[config.mk]
export PLATFORM = sky130hd
export DESIGN_NAME = sort_frame_loader
export DESIGN_NICKNAME = d
export VERILOG_FILES = /design/src/rtl/sort_frame_loader.sv
export SDC_FILE = /design/constraint.sdc
export NUM_CORES = 1
export LEC_CHECK = 0
export ABC_AREA = 1
export CAP_MARGIN = 20
export CORE_ASPECT_RATIO = 1.2
export CORE_UTILIZATION = 45
export DETAILED_ROUTE_END_ITERATION = 10
export MAX_ROUTING_LAYER = met4
export PLACE_DENSITY = 0.8
export SLEW_MARGIN = 15
export SYNTH_ARGS = -nofsm -noshare
export SYNTH_HDL_FRONTEND = slang
export SYNTH_SLANG_ARGS = --single-unit
[constraint.sdc]
create_clock -name clk -period 5.15 [get_ports clk]
set_input_delay 1.03 -clock clk [delete_from_list [all_inputs] [get_ports clk]]
set_output_delay 1.03 -clock clk [all_outputs]
set_load 0.02 [all_outputs]
[src/rtl/sort_frame_loader.sv]
// Front-end loader for the 4-input sorting network: gathers up to four words
// per frame, pads short frames with all-ones, and holds the sorted result
// until the consumer takes it.
module sort_frame_loader #(
  parameter int unsigned WIDTH = 16
) (
  input  logic               clk,
  input  logic               rst,
  input  logic [WIDTH-1:0]   in_data,
  input  logic               in_valid,
  input  logic               in_last,
  output logic               in_ready,
  output logic [WIDTH-1:0]   net_d1,
  output logic [WIDTH-1:0]   net_d2,
  output logic [WIDTH-1:0]   net_d3,
  output logic [WIDTH-1:0]   net_d4,
  input  logic [4*WIDTH-1:0] net_d,
  output logic [4*WIDTH-1:0] out_data,
  output logic [2:0]         out_count,
  output logic               out_valid,
  input  logic               out_ready
);

  // All-ones pad sorts to the top under unsigned ordering.
  localparam logic [WIDTH-1:0] Pad = '1;

  typedef enum logic [1:0] {StFill, StSort, StHold} stateE;

  stateE            stateQ, stateD;
  logic [WIDTH-1:0] slotQ [4];
  logic [1:0]       idxQ;
  logic [2:0]       countQ;
  logic             accept;
  logic             frameDone;
  logic             holdExit;

  // Next-state and handshake decode; in_ready depends on state only.
  always_comb begin
    stateD    = stateQ;
    in_ready  = 1'b0;
    accept    = 1'b0;
    frameDone = 1'b0;
    holdExit  = 1'b0;
    unique case (stateQ)
      StFill: begin
        in_ready  = 1'b1;
        accept    = in_valid;
        frameDone = in_valid && ((idxQ == 2'd3) || in_last);
        if (frameDone) stateD = StSort;
      end
      StSort: stateD = StHold;
      StHold: begin
        holdExit = out_ready;
        if (out_ready) stateD = StFill;
      end
      default: stateD = StFill;
    endcase
  end

  // State register.
  always_ff @(posedge clk or posedge rst) begin
    if (rst) stateQ <= StFill;
    else     stateQ <= stateD;
  end

  // Slot, index and count registers; slots return to pad when the frame is consumed.
  always_ff @(posedge clk or posedge rst) begin
    if (rst) begin
      for (int i = 0; i < 4; i++) slotQ[i] <= Pad;
      idxQ   <= 2'd0;
      countQ <= 3'd0;
    end else if (holdExit) begin
      for (int i = 0; i < 4; i++) slotQ[i] <= Pad;
      idxQ   <= 2'd0;
      countQ <= 3'd0;
    end else if (accept) begin
      slotQ[idxQ] <= in_data;
      countQ      <= countQ + 3'd1;
      // Index freezes on the closing word; it is cleared on hold exit.
      if (!frameDone) idxQ <= idxQ + 2'd1;
    end
  end

  // Output register: captured once per frame, held until the handshake.
  always_ff @(posedge clk or posedge rst) begin
    if (rst) begin
      out_data  <= '0;
      out_count <= 3'd0;
      out_valid <= 1'b0;
    end else if (stateQ == StSort) begin
      out_data  <= net_d;
      out_count <= countQ;
      out_valid <= 1'b1;
    end else if (holdExit) begin
      out_valid <= 1'b0;
    end
  end

  assign net_d1 = slotQ[0];
  assign net_d2 = slotQ[1];
  assign net_d3 = slotQ[2];
  assign net_d4 = slotQ[3];

endmodule

# ---- Yosys cells after proc, flatten, opt, wreduce, memory -nomap -nowiden
# Index checks and enable logic that the tools add are counted.
dict set report word_totals {
  ff_bits 139
  in_bits 85
  wordCells 48
}
dict set report op_classes {
  add_sub_neg 2
  magnitude_cmp 2
  eq_ne 6
  muxes 19
  bitwise 1
  n_reduce_logical 8
}
# operator count
set op_table {}
lappend op_table {{two-way mux 64 bit} 2}
lappend op_table {{bitwise mux 64 bit} 1}
lappend op_table {{demux 16 bit (select 2 bit)} 1}
lappend op_table {{two-way mux 16 bit} 1}
lappend op_table {{two-way mux 2 bit} 5}
lappend op_table {{two-way mux 1 bit} 6}
lappend op_table {{two-way mux 3 bit} 2}
lappend op_table {{one-hot mux 2 bit (3 select lines)} 1}
lappend op_table {{== test 2 bit, second input constant} 2}
lappend op_table {{!= test 2 bit, second input constant} 2}
lappend op_table {{AND reduction 2 bit} 2}
lappend op_table {{nonzero test 2 bit} 2}
lappend op_table {{adder 3 x 1 -> 3 bit, second input constant} 1}
lappend op_table {{>= comparator 3 bit, second input constant} 1}
lappend op_table {{< comparator 3 x 1 -> 1 bit, second input constant} 1}
lappend op_table {{NOT 2 -> 3 bit} 1}
lappend op_table {{adder 2 x 1 -> 2 bit, second input constant} 1}
lappend op_table {{== test 2 x 1 -> 1 bit, second input constant} 1}
lappend op_table {{logical AND 1 bit} 2}
lappend op_table {{logical NOT 2 bit} 1}
lappend op_table {{!= test 2 x 1 -> 1 bit, second input constant} 1}
lappend op_table {{logical OR 1 bit} 1}

# ---- Logic depth before layout (Yosys ltp)
# Gate-level depths: netlist of the first run.
dict set report depth {
  ltp_word 8
  ltp_mapped 7
}

# ---- Worst setup path after synthesis of the first run
# No wires, ideal clock.
dict set report synth_timing {
  path_type {input port to flip-flop}
  from {input in_valid}
  to {register slotQ, in the netlist net_d1[0]}
  setup_time_ns 0.060
  t_arrival_ns 1.824
  required_ns 5.090
  path_slack_ns 3.266
  path_stages 6
  path_buffers 2
  cell_sequence {clkbuf_1 -> nand3_2 -> nand2_4 -> buf_6 -> nand2_1 -> nand2_1}
}
dict set report synth_via {
  elab_chain_len 2
}
# element line
set synth_lines {}
lappend synth_lines {{start, declared} 10} ;# input logic in_valid,
lappend synth_lines {{two-way mux 1 bit} 44} ;# unique case (stateQ)
lappend synth_lines {{nonzero test 2 bit (no line)} n/a}
lappend synth_lines {{end signal, assigned by index} 77} ;# slotQ[idxQ] <= in_data;
lappend synth_lines {{end, declared} 30} ;# logic [WIDTH-1:0] slotQ [4];
# No other way between the ends.
# A chain may end at the register's enable or synchronous reset.

# ---- Worst setup path in the final report of the first run
dict set report layout_timing {
  from {register stateQ[1]}
  to {output in_ready}
}
dict set report layout_via {
  elab_chain_len 2
}
# element line
set layout_lines {}
lappend layout_lines {{start, declared} 29} ;# stateE stateQ, stateD;
lappend layout_lines {{start signal, assigned} 62} ;# if (rst) stateQ <= StFill;
lappend layout_lines {{start signal, assigned} 63} ;# else stateQ <= stateD;
lappend layout_lines {{logical NOT 2 bit} 44}
lappend layout_lines {{two-way mux 1 bit} 44}
lappend layout_lines {{end, declared} 12} ;# output logic in_ready,
# No other way between the ends.

==> results of run 1 <==
stage by stage:
stage	util	cell area [µm²]	instances	total power, µW
3_5_place_dp	0.6274	8269	1058	4749
2_1_floorplan	-	6060	709	3513
4_1_cts	0.6692	8820	1090	5921
3_3_place_gp	0.6259	8249	1057	4687
6_report	0.6713	8847	1091	5877
5_1_grt	0.6713	8847	1091	6245
final timing paths:
| path | startpoint | end | slack [ns] | cells past startpoint |
|---|---|---|---|---|
| hold reg to reg | out_data[18] | out_data[18] | 0.47 | 2 |
| max in group asynchronous | rst | net_d2[0] | 3.03 | 4 |
| hold / removal | out_data[18] | out_data[18] | 0.47 | 2 |
| setup reg to reg | stateQ[0] | net_d2[1] | 2.88 | 6 |
| min in group asynchronous | rst | out_data[56] | 0.98 | 2 |
| setup / recovery | stateQ[1] | in_ready | 2.31 | 2 |
registers in the layout (all words and copies together) (netlist names):
| signal | cells |
|---|---|
| out_valid | 1 |
| out_count | 3 |
| idxQ | 2 |
| out_data | 64 |
| countQ | 3 |
| net_d4 | 16 |
| stateQ | 2 |
| net_d1 | 16 |
| net_d3 | 16 |
| net_d2 | 16 |
power by group:
group / internal [µW] / total, µW / switching (µW)
sequential: 1740 / 2050 / 311
combinational: 1180 / 2690 / 1510
clock: 637 / 1140 / 500
total: 3560 / 5880 / 2320
worst max-delay path: stages (launching register included):
cell             delay [ns]
dfrtp_1                0.49
nor2_4                 0.25
clkdlybuf4s50_1        0.66
layer usage:
| metal | track usage | vias up | wire length [µm] | share of wire |
|---|---|---|---|---|
| li1 | - | 2621 | - | - |
| met1 | 0.3102 | 2591 | 6712 | 0.41 |
| met2 | 0.3918 | 247 | 8044 | 0.49 |
| met3 | 0.07093 | 21 | 1387 | 0.084 |
| met4 | 0.09750 | 0 | 382 | 0.023 |
| met5 | - | - | 0 | 0 |
cells in the mapped netlist:
library cell	instances	area, µm²
dfrtp_1	75	1877
buf_6	5	56.30
nand2_1	353	1325
xor2_1	1	8.760
clkbuf_1	7	26.28
nor2_2	1	6.260
dfstp_2	64	1682
nor2_1	3	11.26
nand2_4	4	45.04
o21ai_1	2	10.01
nand3_2	5	50.05
inv_2	1	3.750
buf_4	5	37.54
nand3_1	70	350.3
ha_1	5	62.56
o21ai_0	52	260.3
buf_2	24	120.1
inv_1	31	116.4
nor2_4	1	11.26
kinds of logic (layout without fill, tap and decap cells):
family	count (synthesis)	in the layout	synth area share
and+or+nand+nor	437	437	0.2969
DFF	139	139	0.5872
buffers and inverters	73	287	0.05947
AOI/OAI and AO/OA	54	54	0.04460
adders and majority gates	5	5	0.01032
xor gates and xnor gates	1	1	0.001446
area by class of cell:
| type | instances | share of cell area |
|---|---|---|
| Tap cell | 168 | 0.02376 |
| Clock buffer | 18 | 0.04964 |
| Inverter | 32 | 0.01414 |
| Timing Repair Buffer | 223 | 0.2543 |
| Sequential cell | 139 | 0.4022 |
| Multi-Input combinational cell | 497 | 0.2434 |
| Clock inverter | 14 | 0.01259 |
cells in the final DEF, fill, tap and decap left out, drive strengths merged:
cell	instances
nand2	357
clkdlybuf4s50	217
dfrtp	75
nand3	75
dfstp	64
o21ai	54
inv	38
clkbuf	18
buf	6
ha	5
clkinvlp	5
nor2	5
clkinv	3
xor2	1
==> metrics.md, run 1 <==
| Metric | Value |
|---|---|
| Outcome | completed |
| GRT overflow | 0 |
| TNS Setup | 0 ns |
| # diodes | 0 |
| Number of global-route vias before repair | ~5,000 |
| Cells after synthesis | 709 |
| Nets | approximately 1,000 |
| Least-Margin Pin Slew | about 0.95 ns |
| CP startpoint kind | flop |
| Fmax | roughly 350 MHz |
| RSZ-0062 raised after global routing | no |
| Leak | about 0.0042 µW |
| VDD IR max | 330.4 µV |
| DRC Markers | 0 |
| Sequential cell area | between 3000 and 4000 µm² |
| # clock sinks | between 100 and 150 |
| # IOs | ~220 |
| CORE AREA | around 13,000 µm² |
| Antenna-violating nets left | 0 |
| Vias per cell | ~5.0 |
| Clock Path Buffers | 2 |
| # rows | 46 |
| Headroom to the max-slew limit | 0.3687 |
| Post-Route WL | ~17,000 µm |
| DP HPWL | ~11,000 µm |
| Clk_lat worst skew | roughly 0.41 ns |
| Final worst slack | between 2 and 2.5 ns |
| Port bufs | about 220 |
| Critical path peak fanout | 7 |
| Final hold vios | 0 |
| Final period util | 0.5519 |
| First-pass GRT wire length | around 26,000 µm |
| Vias | ~5,500 |
| Hold Crit Class | reg2reg |
| Routed len/inst | around 15 µm |
| GPL Wtd Cong | just over 0.8 |
| Share of post-route cells with drive strength above 1 | 0.1235 |
| Area grow syn2layout | 46.00% |
| Endpoint type of the worst setup path | output port |
| Multi-input gate area | around 2200 µm² |
| Die H | roughly 130 µm |
| DP Worst Slack | between 2 and 2.5 ns |
| Post-CTS setup buffers | 0 |
| CTS Buf Count | 17 |
| Drt first pass iters | 4 |
| Synth cell types | 19 |
| Die area | approximately 14,000 µm² |
| H-tree Lvls | 4 |
| Initial DRC count | around 270 |
| Net Count, Synth | roughly 800 |
| Data required, critical path | just over 4 ns |
| CTS Root Cell | clkbuf_16 |
| Effective utilization at floorplan | 0.4597 |
| Reg clk slew, reported paths | roughly 0.060 ns |
| CTS tree | built |
| Critical path arrival | between 1.5 and 2 ns |
| Power Density | 664.3 nW/µm² |
| Initial antenna violation count | 0 |
| Die Width | 107.9 µm |
| WHS | around 0.47 ns |
| GR Util All Layers | 0.2515 |
| Number of fill cells in the layout | approximately 1,100 |
| Final setup viols | 0 |
| Critical path type | reg2out |
| Cell Area, Synth | approximately 6100 µm² |
| Max cap viols | 0 |
| # hold bufs at CTS | 0 |
| Min Tclk post-route | about 2.8 ns |
| Final-report max-slew violation count | 0 |
| Sequential element share of the synthesized area | 0.5872 |
| PostCTS Resize Cnt | 0 |
| Synthesized flop and latch total | between 100 and 150 |
| Clk_skew | around 0.009 ns |
| Largest net degree at the start of global routing | ~110 |
| Warnings from Yosys | 0 |
| Mean post-synth cell area | 8.547 µm² |
No activity file was read; power rests on OpenSTA's default activity.
==> inputs of run 2 (changes only) <==
Clock period 5.15 ns to 2.9 ns, I/O delays scaled along.
==> run 2 against run 1 <==
Against the previous run: worst hold slack better by 0.0011 ns; final area up 0.31%; sequential cell count unchanged; register-to-register slack worse by 1.7 ns; clock power up 84%; critical path depth unchanged; sequential share of layout area down 0.12 points; clock skew about the same; sequential power up 78%; via count down 1.1%; largest power group unchanged.
==> metrics.md, run 2 (synthesis results as in run 1) <==
| Metric | Value |
|---|---|
| # rows | 46 |
| # diodes | 0 |
| Data required, critical path | 2.32 ns |
| TNS Setup | 0 ns |
| Outcome | completed |
| Endpoint type of the worst setup path | output port |
| DP HPWL | around 11,000 µm |
| Buf/Inv on CP | 1 |
| CP startpoint kind | flop |
| CTS Buf Count | 17 |
| CORE AREA | approximately 13,000 µm² |
| Share of post-route cells with drive strength above 1 | 0.1236 |
| DRC Markers | 0 |
| Leak | approximately 0.0043 µW |
| Effective utilization at floorplan | 0.4597 |
| Power Density | approximately 1200 nW/µm² |
| Critical path peak fanout | 7 |
| Drt first pass iters | 5 |
| Max reg flops | between 60 and 70 |
| PostCTS Resize Cnt | 0 |
| GR Util All Layers | 0.2469 |
| Final-report max-slew violation count | 0 |
| Final hold vios | 0 |
| Max cap viols | 0 |
| Headroom to the max-slew limit | 0.5068 |
| Slowest cell on the critical path | clkdlybuf4s50_1 |
| Area grow syn2layout | 46.46% |
| Nets | about 1,000 |
| VDD IR max | ~650 µV |
| Largest Register | out_data |
| Commonest non-fill, non-tap cells in the layout | 353 x nand2_1, 217 x clkdlybuf4s50_1, 75 x dfrtp_1 |
| GPL Wtd Cong | approximately 0.8 |
| Port bufs | ~220 |
| Clk_lat worst skew | 0.41 ns |
| Largest net degree at the start of global routing | between 100 and 150 |
| CP Cell Sequence | nor2_4 -> clkdlybuf4s50_1 |
| Post-Route WL | 16,270 µm |
| Worst path max stage delay | 0.66 ns |
| # hold bufs at CTS | 0 |
| Clock Path Buffers | 2 |
| RSZ-0062 raised after global routing | no |
| H-tree Lvls | 4 |
| Fmax | ~420 MHz |
| Post-CTS setup buffers | 0 |
| Critical path type | reg2out |
| Die H | between 100 and 150 µm |
| # clock sinks | around 140 |
| CTS tree | built |
| Final period util | 0.8210 |
| GRT overflow | 0 |
| Least-Margin Pin Slew | between 0.7 and 0.8 ns |
| CTS Root Cell | clkbuf_16 |
| Reg clk slew, reported paths | about 0.06 ns |
| Initial antenna violation count | 0 |
| Most common cell after layout, fill and taps aside | nand2_1 |
| Hold Crit Class | reg2reg |
| Routed len/inst | ~15 µm |
| # IOs | around 220 |
| Number of global-route vias before repair | roughly 5,000 |
| Antenna-violating nets left | 0 |
| Die Width | 107.9 µm |
| Min Tclk post-route | about 2.4 ns |
| Tot Pwr | between 10,000 and 15,000 µW |
| Clk_skew | 0.009130 ns |
| Die area | around 14,000 µm² |
| Critical path arrival | about 1.8 ns |
| Final setup viols | 0 |
| Vias | between 5,000 and 6,000 |
| Vias per cell | between 4 and 5 |
| Initial DRC count | between 200 and 300 |
| Delay-heaviest family, CP | buffers and inverters |
| First-pass GRT wire length | ~25,000 µm |
-- run 2: cell count changes in the layout (fill, tap and decap cells not counted), sizes merged --
cell    delta
inv        -5
clkinv     +3
clkbuf     -1
bufinv     +2
-- run 2: routing by layer --
metal | routed length (µm) | global-route usage | vias to the layer above
met2 | 7930 | 0.3906 | 266
li1 | - | - | 2621
met1 | 6597 | 0.3057 | 2506
met4 | 406 | 0.1048 | 0
met3 | 1333 | 0.05433 | 26
met5 | 0 | - | -
-- run 2: final cells by class --
type,count,area (µm²)
Fill cell,1048,4305
Timing Repair Buffer,223,2255
Clock inverter,14,148.9
Inverter,32,123.9
Clock buffer,17,425.4
Sequential cell,139,3558
Multi-Input combinational cell,497,2153
Tap cell,168,210.2
-- run 2: worst reg2reg max path: stages (launching register included) --
cell and delay (ns):
dfrtp_1 0.42, inv_1 0.18, nand3_4 0.38, buf_12 0.36
nand2_4 0.20, nand2_1 0.09, nand2_1 0.07
-- run 2: power by group --
group / total, µW / switching (µW) / internal [µW]
combinational: 4790 / 2680 / 2100
clock: 2100 / 835 / 1260
sequential: 3640 / 552 / 3090
-- run 2: per-stage QoR --
step | setup WS, ns | util | cells | area, µm² | hold WS (ns)
floorplan | 0.6371 | - | 709 | 6063 | 0.4904
CTS | 0.4995 | 0.6733 | 1090 | 8875 | 0.4730
finish | 0.5190 | 0.6733 | 1090 | 8875 | 0.4699
global placement | 0.6972 | 0.6298 | 1059 | 8300 | 0.4525
detailed placement | 0.6488 | 0.6298 | 1059 | 8300 | 0.4575
global route | 0.4720 | 0.6733 | 1090 | 8875 | 0.4877
-- run 2: worst paths after layout --
path / end / depth (start not counted) / start / slack [ns]
worst max register to register: net_d3[13] / 6 / stateQ[0] / 1.14
worst min register to register: out_data[10] / 2 / out_data[10] / 0.47
min in group asynchronous: out_data[22] / 3 / rst / 0.72
worst max-delay path: in_ready / 2 / stateQ[1] / 0.52
worst min-delay path: out_data[10] / 2 / out_data[10] / 0.47
max in group asynchronous: out_count[2] / 3 / rst / 1.60
==> inputs of run 3 (changes only) <==
Settings changed: CORE_UTILIZATION 45 to 41, PLACE_DENSITY 0.8 to 0.77.
Clock period 2.9 ns to 2 ns, I/O delays scaled along.
==> run 3 against run 2 <==
Against the previous run: clock-buffer cell count increased by 1; largest power group unchanged; sequential power increased by 45%; largest cell class unchanged; final area increased by 2.0%.
==> metrics.md, run 3 (synthesis results as in run 1) <==
| Metric | Value |
|---|---|
| Outcome | completed |
| Initial antenna violation count | 0 |
| Area grow syn2layout | 49.37% |
| Share of post-route cells with drive strength above 1 | 0.1329 |
| Slowest cell on the critical path | clkdlybuf4s50_1 |
| Least-Margin Pin Slew | around 0.43 ns |
| CTS Root Cell | clkbuf_16 |
| Max cap viols | 0 |
| RSZ-0062 raised after global routing | no |
| Vias | about 5,400 |
| Hold Crit Class | in2async |
| Drt first pass iters | 5 |
| Reg clk slew, reported paths | ~0.060 ns |
| GR Util All Layers | 0.2295 |
| Die area | 15,270 µm² |
| WHS | 0.3037 ns |
| CP startpoint kind | flop |
| Most common cell after layout, fill and taps aside | nand2_1 |
| Worst r2r dst | net_d3[13] |
| Largest net degree at the start of global routing | 67 |
| Critical path peak fanout | 2 |
| DRC Markers | 0 |
| # diodes | 0 |
| Min Tclk post-route | between 1.5 and 2 ns |
| Post-Route WL | ~17,000 µm |
| CORE AREA | between 10,000 and 15,000 µm² |
| Critical R2R Launch | stateQ[0] |
| # rows | 48 |
| Largest Register | out_data |
| Endpoint type of the worst setup path | output port |
| Sequential cell area | roughly 3600 µm² |
| VDD IR max | between 700 and 800 µV |
| Clk_lat worst skew | 0.41 ns |
| R2R depth | 6 |
| GPL Wtd Cong | 0.8303 |
| Delay-heaviest family, CP | buffers and inverters |
| Headroom to the max-slew limit | 0.7125 |
| Power Density | 1714 nW/µm² |
| Number of global-route vias before repair | 5,026 |
| Vias per cell | between 4 and 5 |
| Final hold vios | 0 |
| Seq pwr share | 0.339 |
| Utilization after layout | 0.6280 |
| Number of fill cells in the layout | roughly 1,200 |
| Final period util | 0.9871 |
| Commonest non-fill, non-tap cells in the layout | 353 x nand2_1, 211 x clkdlybuf4s50_1, 75 x dfrtp_1 |
| Multi-input gate area | around 2200 µm² |
| P_int | 9557 µW |
| TNS Setup | 0 ns |
| Fmax | around 510 MHz |
| Data required, critical path | between 1.5 and 2 ns |
| Clk_skew | ~0.0087 ns |
| Final-report max-slew violation count | 0 |
| Sw frac | 0.3840 |
| Worst path max stage delay | 0.61 ns |
| Combinational Power Share | 0.455 |
| Port bufs | between 200 and 250 |
| H-tree Lvls | 4 |
| Die H | 135.2 µm |
| Critical path type | reg2out |
| CTS tree | built |
| Effective utilization at floorplan | 0.4204 |
| CTS Buf Count | 17 |
| Critical path arrival | approximately 1.6 ns |
| First-pass GRT wire length | roughly 26,000 µm |
| Leak | ~0.0044 µW |
| Flop2flop setup slack | slightly below 0.5 ns |
| Max reg flops | between 60 and 70 |
| DP HPWL | about 12,000 µm |
| CP Cell Sequence | clkdlybuf4s50_1 |
| Tot Pwr | 15,510 µW |
| GRT overflow | 0 |
| # IOs | between 200 and 250 |
| Final setup viols | 0 |
| P_sw | 5958 µW |
| Clock Path Buffers | 2 |
| Die Width | 113.0 µm |
| Buf/Inv on CP | 1 |
| Routed len/inst | between 15 and 20 µm |
| Initial DRC count | 338 |
| Clock Power Share | 0.206 |
| Antenna-violating nets left | 0 |
| # clock sinks | approximately 140 |
| Nets | roughly 1,000 |
| # hold bufs at CTS | 0 |
[run 3: cell types whose count changed in the layout (fill, tap and decap cells not counted), sizes merged, moves of 2 or more]
| cell | previous run | this run |
|---|---|---|
| dlygate4sd2 | 0 | 3 |
| clkinvlp | 5 | 7 |
| clkdlybuf4s50 | 217 | 211 |
| dlymetal6s2s | 0 | 3 |
| clkinv | 6 | 4 |
| buf | 6 | 16 |
[run 3: power groups by stage]
stage | clock network [µW] | logic, µW | registers (µW)
final | 3190 | 7060 | 5260
after global routing | 3390 | 7640 | 5410
after CTS | 3250 | 7110 | 5270
after detailed placement | 0 | 7110 | 5290
after global placement | 0 | 6980 | 5260
after floorplan | 0 | 2330 | 6720
[run 3: layer usage]
layer,track usage,vias up,wire length (µm)
met4,0.1133,0,600
met2,0.3453,225,7949
met1,0.2936,2491,6881
li1,-,2639,-
met3,0.05235,44,1203
met5,-,-,0
[run 3: metrics by stage]
| stage | instance area (µm²) | cells | worst slack (ns) |
|---|---|---|---|
| 2_1_floorplan | 6063 | 709 | -0.08286 |
| 3_3_place_gp | 8447 | 1076 | 0.2107 |
| 3_5_place_dp | 8447 | 1076 | 0.1457 |
| 4_1_cts | 9044 | 1108 | 0.01483 |
| 5_1_grt | 9051 | 1108 | 0.005992 |
| 6_report | 9051 | 1108 | 0.02582 |
[run 3: worst max-delay path by stage]
stage	from	end	cells past startpoint
3_3_place_gp	out_ready	net_d2[13]	6
6_report	net_d4[8]	net_d4[8]	1
4_1_cts	net_d4[4]	net_d4[4]	1
5_1_grt	net_d4[13]	net_d4[13]	1
2_1_floorplan	rst	countQ[0]	1
3_5_place_dp	out_ready	net_d2[2]	6
[run 3: cell type report]
cell class	instances	share of cell area
Inverter	32	0.01369
Clock buffer	18	0.04742
Tap cell	175	0.02419
Timing Repair Buffer	233	0.2647
Clock inverter	14	0.01894
Sequential cell	139	0.3931
Multi-Input combinational cell	497	0.2379
[run 3: repair_timing]
item	in CTS	in global routing
hold endpoints to repair	0	0
buffers inserted	0	0
pin swaps	0	0
resized for setup	3	3
endpoints found under the setup margin	3	3
